==> src/rtl/data_mem_arbiter_if.sv <==
// Bus bundle for the data memory arbiter: CPU data port, host req/gnt port
// and the single-port memory interface.
// The slave modport is the arbiter's view; master is the surrounding system.
interface data_mem_arbiter_if #(
   parameter int AW = 14,
   parameter int DW = 32
);

   // CPU data port
   logic          cpu_req;
   logic          cpu_we;
   logic [AW-1:0] cpu_addr;
   logic [DW-1:0] cpu_wdata;
   logic [DW-1:0] cpu_rdata;

   // Host port (debug / loader / DMA)
   logic          host_req;
   logic          host_we;
   logic [AW-1:0] host_addr;
   logic [DW-1:0] host_wdata;
   logic          host_gnt;
   logic          host_rvalid;
   logic [DW-1:0] host_rdata;
   logic          host_starved;

   // Single-port memory
   logic [AW-1:0] mem_addr;
   logic          mem_we;
   logic [DW-1:0] mem_wdata;
   logic [DW-1:0] mem_rdata;

   modport slave (
      input  cpu_req, cpu_we, cpu_addr, cpu_wdata,
      output cpu_rdata,
      input  host_req, host_we, host_addr, host_wdata,
      output host_gnt, host_rvalid, host_rdata, host_starved,
      output mem_addr, mem_we, mem_wdata,
      input  mem_rdata
   );

   modport master (
      output cpu_req, cpu_we, cpu_addr, cpu_wdata,
      input  cpu_rdata,
      output host_req, host_we, host_addr, host_wdata,
      input  host_gnt, host_rvalid, host_rdata, host_starved,
      input  mem_addr, mem_we, mem_wdata,
      output mem_rdata
   );

endinterface

==> src/rtl/data_mem_arbiter.sv <==
// data_mem_arbiter: shares the single-port data memory between the CPU data
// port and a host port. The CPU always wins and is never delayed; the host is
// granted in the first CPU-free cycle, has at most one read outstanding, and
// gets its read data back through a tag pipe matched to the memory latency.
// A saturating wait counter raises host_starved when the host is locked out.
module data_mem_arbiter #(
   parameter int AW         = 14,
   parameter int DW         = 32,
   parameter int RD_LAT     = 1,     // 1..4
   parameter int STARVE_LIM = 255    // 1..65535
) (
   input logic               clk,
   input logic               nRst,   // synchronous, active-high
   data_mem_arbiter_if.slave bus
);

   typedef enum logic [1:0] {
      ST_IDLE,
      ST_WAIT,
      ST_RDWAIT
   } state_t;

   localparam logic [15:0] STARVE_LIM_W = 16'(STARVE_LIM);

   state_t          state_q;
   logic [RD_LAT:0] tag_q;           // bit k set: host read issued k+1 cycles ago
   logic [15:0]     wait_cnt_q;
   logic [15:0]     wait_cnt_d;
   logic            host_starved_q;
   logic [DW-1:0]   host_rdata_q;

   logic            host_issue;
   logic            host_rd_issue;
   logic            rd_arrive;
   logic [AW-1:0]   mem_addr;
   logic [DW-1:0]   mem_wdata;
   logic            mem_we;

   // The host may only issue when no host read is in flight and the CPU is idle.
   assign host_issue    = !nRst && bus.host_req && !bus.cpu_req &&
                          (state_q == ST_IDLE || state_q == ST_WAIT);
   assign host_rd_issue = host_issue && !bus.host_we;
   // Memory is presenting the tagged host read data in this cycle.
   assign rd_arrive     = tag_q[RD_LAT-1];

   // Memory mux: CPU first, then an issuing host, otherwise park on the CPU bus.
   always_comb begin
      // NOTE: every output gets a default first, so no path leaves it unassigned
      // and no latch is inferred.
      mem_addr  = bus.cpu_addr;
      mem_wdata = bus.cpu_wdata;
      mem_we    = 1'b0;
      if (bus.cpu_req) begin
         mem_we = bus.cpu_we && !nRst;
      end else if (host_issue) begin
         mem_addr  = bus.host_addr;
         mem_wdata = bus.host_wdata;
         mem_we    = bus.host_we;
      end
   end

   // Next wait count: cleared by a grant, counts CPU-blocked WAIT cycles, saturates.
   always_comb begin
      wait_cnt_d = wait_cnt_q;
      if (host_issue) begin
         wait_cnt_d = '0;
      end else if (state_q == ST_WAIT && bus.host_req && bus.cpu_req &&
                   wait_cnt_q != STARVE_LIM_W) begin
         wait_cnt_d = wait_cnt_q + 16'd1;
      end
   end

   // Host FSM together with its starvation counter and registered flag.
   always_ff @(posedge clk) begin
      // NOTE: reset is sampled on the clock edge (synchronous) and is active-high.
      if (nRst) begin
         state_q        <= ST_IDLE;
         wait_cnt_q     <= '0;
         host_starved_q <= 1'b0;
      end else begin
         // NOTE: all sequential state uses non-blocking assignments so every
         // register sees the pre-edge values of the others.
         unique case (state_q)
            ST_IDLE, ST_WAIT: begin
               if (!bus.host_req)     state_q <= ST_IDLE;
               else if (bus.cpu_req)  state_q <= ST_WAIT;
               else if (bus.host_we)  state_q <= ST_IDLE;
               else                   state_q <= ST_RDWAIT;
            end
            ST_RDWAIT: begin
               if (rd_arrive) state_q <= ST_IDLE;
            end
            default: state_q <= ST_IDLE;
         endcase

         wait_cnt_q <= wait_cnt_d;
         if (host_issue) begin
            host_starved_q <= 1'b0;
         end else if (wait_cnt_d == STARVE_LIM_W) begin
            host_starved_q <= 1'b1;
         end
      end
   end

   // Read tag pipe and host read-data capture; reset flushes any read in flight.
   always_ff @(posedge clk) begin
      if (nRst) begin
         tag_q        <= '0;
         host_rdata_q <= '0;
      end else begin
         tag_q <= {tag_q[RD_LAT-1:0], host_rd_issue};
         if (rd_arrive) begin
            host_rdata_q <= bus.mem_rdata;
         end
      end
   end

   assign bus.mem_addr     = mem_addr;
   assign bus.mem_wdata    = mem_wdata;
   assign bus.mem_we       = mem_we;
   assign bus.cpu_rdata    = bus.mem_rdata;
   assign bus.host_gnt     = host_issue;
   assign bus.host_rvalid  = tag_q[RD_LAT];
   assign bus.host_rdata   = host_rdata_q;
   assign bus.host_starved = host_starved_q;

endmodule

==> src/flat_wrapper.sv <==
// flat-port wrapper written by rule: the top's interface ports become plain ports
module data_mem_arbiter_flat 
#(
   parameter int AW         = 14,
   parameter int DW         = 32,
   parameter int RD_LAT     = 1,            
   parameter int STARVE_LIM = 255               
)
  (clk, nRst, bus_cpu_req, bus_cpu_we, bus_cpu_addr, bus_cpu_wdata, bus_cpu_rdata, bus_host_req, bus_host_we, bus_host_addr, bus_host_wdata, bus_host_gnt, bus_host_rvalid, bus_host_rdata, bus_host_starved, bus_mem_addr, bus_mem_we, bus_mem_wdata, bus_mem_rdata);
  data_mem_arbiter_if #(.AW(AW), .DW(DW)) bus_i ();
  input logic clk;
  input logic nRst;
  input wire logic [$bits(bus_i.cpu_req)-1:0] bus_cpu_req;
  input wire logic [$bits(bus_i.cpu_we)-1:0] bus_cpu_we;
  input wire logic [$bits(bus_i.cpu_addr)-1:0] bus_cpu_addr;
  input wire logic [$bits(bus_i.cpu_wdata)-1:0] bus_cpu_wdata;
  output wire logic [$bits(bus_i.cpu_rdata)-1:0] bus_cpu_rdata;
  input wire logic [$bits(bus_i.host_req)-1:0] bus_host_req;
  input wire logic [$bits(bus_i.host_we)-1:0] bus_host_we;
  input wire logic [$bits(bus_i.host_addr)-1:0] bus_host_addr;
  input wire logic [$bits(bus_i.host_wdata)-1:0] bus_host_wdata;
  output wire logic [$bits(bus_i.host_gnt)-1:0] bus_host_gnt;
  output wire logic [$bits(bus_i.host_rvalid)-1:0] bus_host_rvalid;
  output wire logic [$bits(bus_i.host_rdata)-1:0] bus_host_rdata;
  output wire logic [$bits(bus_i.host_starved)-1:0] bus_host_starved;
  output wire logic [$bits(bus_i.mem_addr)-1:0] bus_mem_addr;
  output wire logic [$bits(bus_i.mem_we)-1:0] bus_mem_we;
  output wire logic [$bits(bus_i.mem_wdata)-1:0] bus_mem_wdata;
  input wire logic [$bits(bus_i.mem_rdata)-1:0] bus_mem_rdata;
  assign bus_i.cpu_req = bus_cpu_req;
  assign bus_i.cpu_we = bus_cpu_we;
  assign bus_i.cpu_addr = bus_cpu_addr;
  assign bus_i.cpu_wdata = bus_cpu_wdata;
  assign bus_cpu_rdata = bus_i.cpu_rdata;
  assign bus_i.host_req = bus_host_req;
  assign bus_i.host_we = bus_host_we;
  assign bus_i.host_addr = bus_host_addr;
  assign bus_i.host_wdata = bus_host_wdata;
  assign bus_host_gnt = bus_i.host_gnt;
  assign bus_host_rvalid = bus_i.host_rvalid;
  assign bus_host_rdata = bus_i.host_rdata;
  assign bus_host_starved = bus_i.host_starved;
  assign bus_mem_addr = bus_i.mem_addr;
  assign bus_mem_we = bus_i.mem_we;
  assign bus_mem_wdata = bus_i.mem_wdata;
  assign bus_i.mem_rdata = bus_mem_rdata;
  data_mem_arbiter #(.AW(AW), .DW(DW), .RD_LAT(RD_LAT), .STARVE_LIM(STARVE_LIM)) u_core (.clk(clk), .nRst(nRst), .bus(bus_i));
endmodule
==> config.mk <==
export PLATFORM = sky130hd
export DESIGN_NAME = data_mem_arbiter_flat
export DESIGN_NICKNAME = d
export VERILOG_FILES = /design/src/rtl/data_mem_arbiter_if.sv /design/src/rtl/data_mem_arbiter.sv /design/src/flat_wrapper.sv
export SDC_FILE = /design/constraint.sdc
export NUM_CORES = 1
export LEC_CHECK = 0
export CELL_PAD_IN_SITES_DETAIL_PLACEMENT = 0
export CELL_PAD_IN_SITES_GLOBAL_PLACEMENT = 1
export CORE_MARGIN = 2
export CORE_UTILIZATION = 22
export CTS_CLUSTER_DIAMETER = 30
export DETAILED_ROUTE_END_ITERATION = 10
export GPL_TIMING_DRIVEN = 0
export PLACE_DENSITY_LB_ADDON = 0.1
export SETUP_SLACK_MARGIN = 0.4
export SLEW_MARGIN = 40
export SYNTH_ARGS = -nofsm -noshare
export SYNTH_HDL_FRONTEND = slang
export SYNTH_SLANG_ARGS = --single-unit
==> constraint.sdc <==
create_clock -name clk -period 3.1 [get_ports clk]
set_input_delay 0.62 -clock clk [delete_from_list [all_inputs] [get_ports clk]]
set_output_delay 0.62 -clock clk [all_outputs]
set_load 0.005 [all_outputs]
# Word-level counts from Yosys, hierarchy flattened
# Index checks and enable logic that the tools add are counted.
# W data, S select, Z words.
totals:
  ff_bits: 53
  latchBits: 0
  ram_bits: 0
  mem_bits_ro: 0
  in_bits: 130
  output_inout_bits: 114
  word_cells: 39
  n_memories: 0
op_classes:
  n_addsub: 1
  mul: 0
  div_mod_pow: 0
  magnitude_cmp: 0
  eq_ne: 5
  n_shift: 0
  muxes: 13
  n_bitwise: 0
  reduce_logical: 15
ops:
  columns: ["operator", "count"]
  rows:
  - ["$mux W32", 2]
  - ["$mux W16", 2]
  - ["$mux W14", 2]
  - ["$add A16 B1 Y16 const B", 1]
  - ["$eq A16 B8 Y1 const B", 1]
  - ["$ne A16 B8 Y1 const B", 1]
  - ["$logic_and A1 B1 Y1", 8]
  - ["$mux W2", 4]
  - ["$pmux W2 S2", 1]
  - ["$reduce_or A2 Y1", 2]
  - ["$logic_not A1 Y1", 3]
  - ["$eq A2 B1 Y1 const B", 1]
  - ["$eq A2 B2 Y1 const B", 1]
  - ["$logic_not A2 Y1", 1]
  - ["$mux W1", 2]
  - ["$ne A2 B1 Y1 const B", 1]
  - ["$logic_or A1 B1 Y1", 1]

# Depth between registers and ports, before layout
logic_depth:
  depth_word: 7
  mapped_depth: 8
  depth_no_buf: 7

# Worst setup path before layout
# Ideal clock, no wire load.
synth_path:
  path_kind: "in2out"
  start: "input bus_cpu_req"
  end: "output bus_mem_addr[0]"
  t_arrival_ns: 2.173
  required_ns: 2.480
  slack_ns: 0.307
  stages: 7
  n_path_buf: 3
  path_cell_list: "or4b_2 > clkbuf_1 > inv_1 > clkbuf_1 > clkbuf_1 > nand2_1 > nand2_1"
synth_via:
  elab_chain_len: 5
synth_rtl:
  columns: ["item", "line", "source"]
  rows:
  - ["start: declaration", "flat_wrapper.sv:13", "input wire logic [$bits(bus_i.cpu_req)-1:0] bus_cpu_req;"]
  - ["$logic_not A1 Y1", "data_mem_arbiter.sv:40", "assign host_issue = !nRst && bus.host_req && !bus.cpu_req &&"]
  - ["$logic_and A1 B1 Y1 (2 in a row)", "data_mem_arbiter.sv:40", null]
  - ["$mux W14", "data_mem_arbiter.sv:55", "end else if (host_issue) begin"]
  - ["$mux W14 *", "data_mem_arbiter.sv:53", "if (bus.cpu_req) begin"]
  - ["end: declaration", "flat_wrapper.sv:26", "output wire logic [$bits(bus_i.mem_addr)-1:0] bus_mem_addr;"]
# Every way passes the cells marked *; elsewhere a longest branch is shown, timed or not.

# Worst setup path after layout
layout_path:
  start: "input bus_cpu_req"
  end: "output bus_mem_wdata[19]"
layout_via:
  elab_chain_len: 5
layout_rtl:
  columns: ["item", "line", "source"]
  rows:
  - ["$logic_not A1 Y1", "data_mem_arbiter.sv:40", null]
  - ["$logic_and A1 B1 Y1 (2 in a row)", "data_mem_arbiter.sv:40", null]
  - ["$mux W32", "data_mem_arbiter.sv:55", null]
  - ["$mux W32 *", "data_mem_arbiter.sv:53", null]
  - ["end: declaration", "flat_wrapper.sv:28", "output wire logic [$bits(bus_i.mem_wdata)-1:0] bus_mem_wdata;"]
# Marks and branches as above.

==> summary.md <==
| Metric | Value |
|---|---|
| Total Power Consumption | `~1.8 mW` |
| Worst hold margin | `0.4809 ns` |
| Area share of xor/xnor cells in the synthesized design | `around 3.6%` |
| Worst Setup Path Type | `in2out` |
| Core area | `between 10000 and 15000 um2` |
| RSZ-0062 raised after global routing | `true` |
| Portion of the post-synthesis area used by sequential elements | `between 30% and 40%` |
| Share of Yosys cell area claimed by the top area cell type | `around 33%` |
| Async S/R FF share, synth | `0%` |
| GR Overflow Total | `0` |
| Placed Cells | `approximately 870` |
| Overall die area | `15410 um2` |
| Normalized max-slew margin | `a little over two fifths` |
| Synthesis-stage register bit count | `53` |
| Post-synthesis compound-gate area fraction | `slightly above 4%` |
| Number of placed I/O pins | `between 200 and 250` |
| Later-pin clock latency in the skew report | `0.29 ns` |
| Clock-pin slew on the worst setup and hold paths | `roughly 0.070 ns` |
| Final estimated routing congestion in global placement | `about 0.80` |
| Total CTS buffers | `5` |
| Per-instance average area after synthesis | `7.184 um2` |
| Via count | `between 3000 and 4000` |
| Largest area contributor in the synthesized netlist | `sky130_fd_sc_hd__dfxtp_1` |
| Area Growth Syn to Fin | `93.03%` |
| Share of cells above drive strength 1 | `between 10% and 20%` |
| Routed wire per std cell | `14.62 um` |
| Die Span X | `124.1 um` |
| Kind of cell adding the most delay to the critical path | `buffers and inverters` |
| Number of flops mapped to enable cells by yosys | `0` |
| Cell with the most instances after synthesis | `sky130_fd_sc_hd__nand2_1` |
| Crit-path max FO | `6` |
| Min-Delay Path Class | `reg2reg` |
| Detailed-routing iteration count for the pre-antenna-repair pass | `4` |
| Final number of setup-violating endpoints | `0` |
| Antenna Nets Post-Route | `0` |
| Worst-case vdd ir drop | `between 200 and 250 uV` |
| Wire length of the first global-routing pass | `between 15000 and 20000 um` |
| Number of max-capacitance violations reported | `0` |
| Initial Util | `between 20% and 30%` |
| Die Y | `approximately 120 um` |
| Count of fill cells added during filler insertion | `between 1000 and 1500` |
| Final-report hold violation count | `0` |
| Synth Area in Simple Gates | `35.46%` |
| Bufs and invs on worst path | `6` |
| Result of the run | `completed` |
| Final HPWL from detailed placement | `around 11000 um` |
| Max clock buf depth | `2` |
| Via/cell ratio | `4.291` |
| Dominant combinational cell family by area after synthesis | `simple AND/OR/NAND/NOR gates` |
| Root buffer selected by CTS | `sky130_fd_sc_hd__clkbuf_16` |
| Slack of the critical path | `about 0.45 ns` |
| Multi-input gate area in the final layout | `1762 um2` |
| Worst path required time | `2.48 ns` |
| Sum of negative setup slack | `0 ns` |
| Adder and majority cell fraction of the synthesized area | `0.3940%` |
| Total clock sinks | `53` |
| Total length of routed wires | `about 13000 um` |
| Delay contributed by the slowest stage of the critical path | `~0.52 ns` |
| Synth cell types | `between 40 and 50` |
| Slowest stage cell on the critical path | `sky130_fd_sc_hd__or4b_4` |
| Port-buffer cells | `approximately 240` |
| Arrival time of data at the critical path endpoint | `around 2.0 ns` |
| Number of standard cells after synthesis | `442` |
| Max-slew violation total from the final report | `0` |
| Sequence of cells on the critical path | `buf_4 -> or4b_4 -> clkbuf_16 -> clkinv_8 -> clkbuf_16 -> clkbuf_8 -> nand2_1 -> nand2_1 -> buf_2` |
| Synthesized net count | `573` |
| Slew at the pin with the worst max-slew slack | `0.8324 ns` |
| Ratio of final minimum period to clock period | `85.59%` |
| Pleak | `around 2.5 nW` |
| Global-route total usage across every layer | `between 15 and 20%` |
| Main flop type after synthesis | `sky130_fd_sc_hd__dfxtp_1` |
| Final-stage net count | `832` |
| Vias in the first global route | `around 3600` |
| Setup Skew | `between 0.003 and 0.004 ns` |
| Initial antenna violation count | `1` |
| DRC Markers | `0` |
| Clock tree from TritonCTS | `done` |
| Mux share of post-synthesis cell area | `11.03%` |
| Ranking of synthesized cells by instance count | `sky130_fd_sc_hd__nand2_1, sky130_fd_sc_hd__nor2_1, sky130_fd_sc_hd__dfxtp_1` |
| Syn. warnings | `0` |
| Power per unit of standard cell area | `~300 nW/um2` |
| Number of non-filler instances in the completed layout | `around 880` |
| Worst Setup Start Kind | `primary input` |
| Leading cell types by total area after synthesis | `sky130_fd_sc_hd__dfxtp_1, sky130_fd_sc_hd__nand2_1, sky130_fd_sc_hd__mux2i_1, sky130_fd_sc_hd__buf_4, sky130_fd_sc_hd__nor2_1` |
| Seq. cell area | `about 1100 um2` |
| Cell area after technology mapping | `between 3000 and 4000 um2` |
| Number of violations reported at the end of detailed-routing iteration 0 | `between 150 and 200` |
| Maximum number of pins on one net before global-route repair | `17` |
| Post-route minimum period | `around 2.7 ns` |
| Maximum clock frequency | `between 0.3 and 0.4 GHz` |
| Antenna fix cells | `0` |
| Row count | `43` |
| CTS H-tree depth | `2` |
| Setup slack at placement | `-0.8881 ns` |
| Type of element capturing the critical path | `output pin` |
-- where the power goes --
| group | leakage [nW] | total (mW) | switching (mW) | internal (mW) |
|---|---|---|---|---|
| combinational | 2.03 | 0.476 | 0.160 | 0.317 |
| sequential | 0.428 | 0.697 | 0.00578 | 0.691 |
| clock | 0.0810 | 0.636 | 0.253 | 0.383 |
-- cell type report --
cell class	count	area share [%]
plain buffers	61	8.920
clock buffers	6	2.102
clock inverters	2	0.6328
inverters	3	0.3878
multi-input cells	325	28.74
flip-flops and latches	53	17.31
well taps	180	3.674
repair buffers	252	38.23
-- cells by family after synthesis --
kind of cell,Yosys count
buffers and inverters,64
DFF,53
muxes,35
and+or+nand+nor,258
adders and majority gates,1
xor gates and xnor gates,13
AOI/OAI and AO/OA,18
-- layer usage --
layer | global-route usage (%) | up-vias | routed length (um)
li1 | - | 1942 | -
met1 | 16.32 | 1692 | 4669
met2 | 29.71 | 142 | 6829
met3 | 6.548 | 7 | 1278
met4 | 3.511 | 2 | 110
met5 | 0 | - | 10
-- final timing paths --
check	startpoint	to	slack, ns	cells past startpoint
setup / recovery	bus_cpu_req	bus_mem_wdata[19]	0.45	9
hold / removal	u_core.bus.host_starved$_SDFFE_PP0N_	u_core.bus.host_starved$_SDFFE_PP0N_	0.48	2
setup reg to reg	u_core.wait_cnt_q[7]$_SDFF_PP0_	u_core.bus.host_starved$_SDFFE_PP0N_	0.58	7
hold reg to reg	u_core.bus.host_starved$_SDFFE_PP0N_	u_core.bus.host_starved$_SDFFE_PP0N_	0.48	2
-- stage by stage --
| step | cell area [um2] | util [%] |
|---|---|---|
| 2_1_floorplan | 3179 | - |
| 3_3_place_gp | 5837 | 41.73 |
| 3_5_place_dp | 5843 | 41.77 |
| 4_1_cts | 6128 | 43.81 |
| 5_1_grt | 6130 | 43.82 |
| 6_report | 6130 | 43.82 |
-- worst register-to-register path, stage by stage, from the launching register on --
cell and delay [ns]:
sky130_fd_sc_hd__dfxtp_1 0.31, sky130_fd_sc_hd__clkbuf_1 0.33, sky130_fd_sc_hd__nand4_1 0.36, sky130_fd_sc_hd__nor4_1 0.82, sky130_fd_sc_hd__mux2i_1 0.17, sky130_fd_sc_hd__nor3_1 0.24, sky130_fd_sc_hd__nand4_1 0.11, sky130_fd_sc_hd__o21ai_1 0.12
-- flip-flops by register name, indices dropped and copies added (netlist names) --
name / count
u_core.wait_cnt_q: 16
u_core.tag_q: 2
u_core.bus.host_rdata: 32
u_core.bus.host_starved: 1
u_core.state_q: 2
-- timing repair --
item | in CTS | in global routing
hold buffers | 0 | 0
cloned | 2 | 0
pin swaps | 2 | 1
setup endpoints to repair | 49 | 43
gates resized for setup | 222 | 3
buffers inserted | 7 | 0
-- placed cells by master, fill, tap and decap left out, types with 9 or more instances in the layout --
master,netlist,layout
sky130_fd_sc_hd__nand2_1,152,145
sky130_fd_sc_hd__mux2i_1,35,35
sky130_fd_sc_hd__nor2_1,54,54
sky130_fd_sc_hd__clkbuf_1,23,13
sky130_fd_sc_hd__clkdlybuf4s50_1,0,192
sky130_fd_sc_hd__dlygate4sd2_1,0,12
sky130_fd_sc_hd__xnor2_1,9,9
sky130_fd_sc_hd__clkbuf_16,0,12
sky130_fd_sc_hd__buf_2,1,37
sky130_fd_sc_hd__buf_4,33,38
sky130_fd_sc_hd__nand3_1,12,12
sky130_fd_sc_hd__dfxtp_1,53,53
Power figures use the tool's default switching activity.
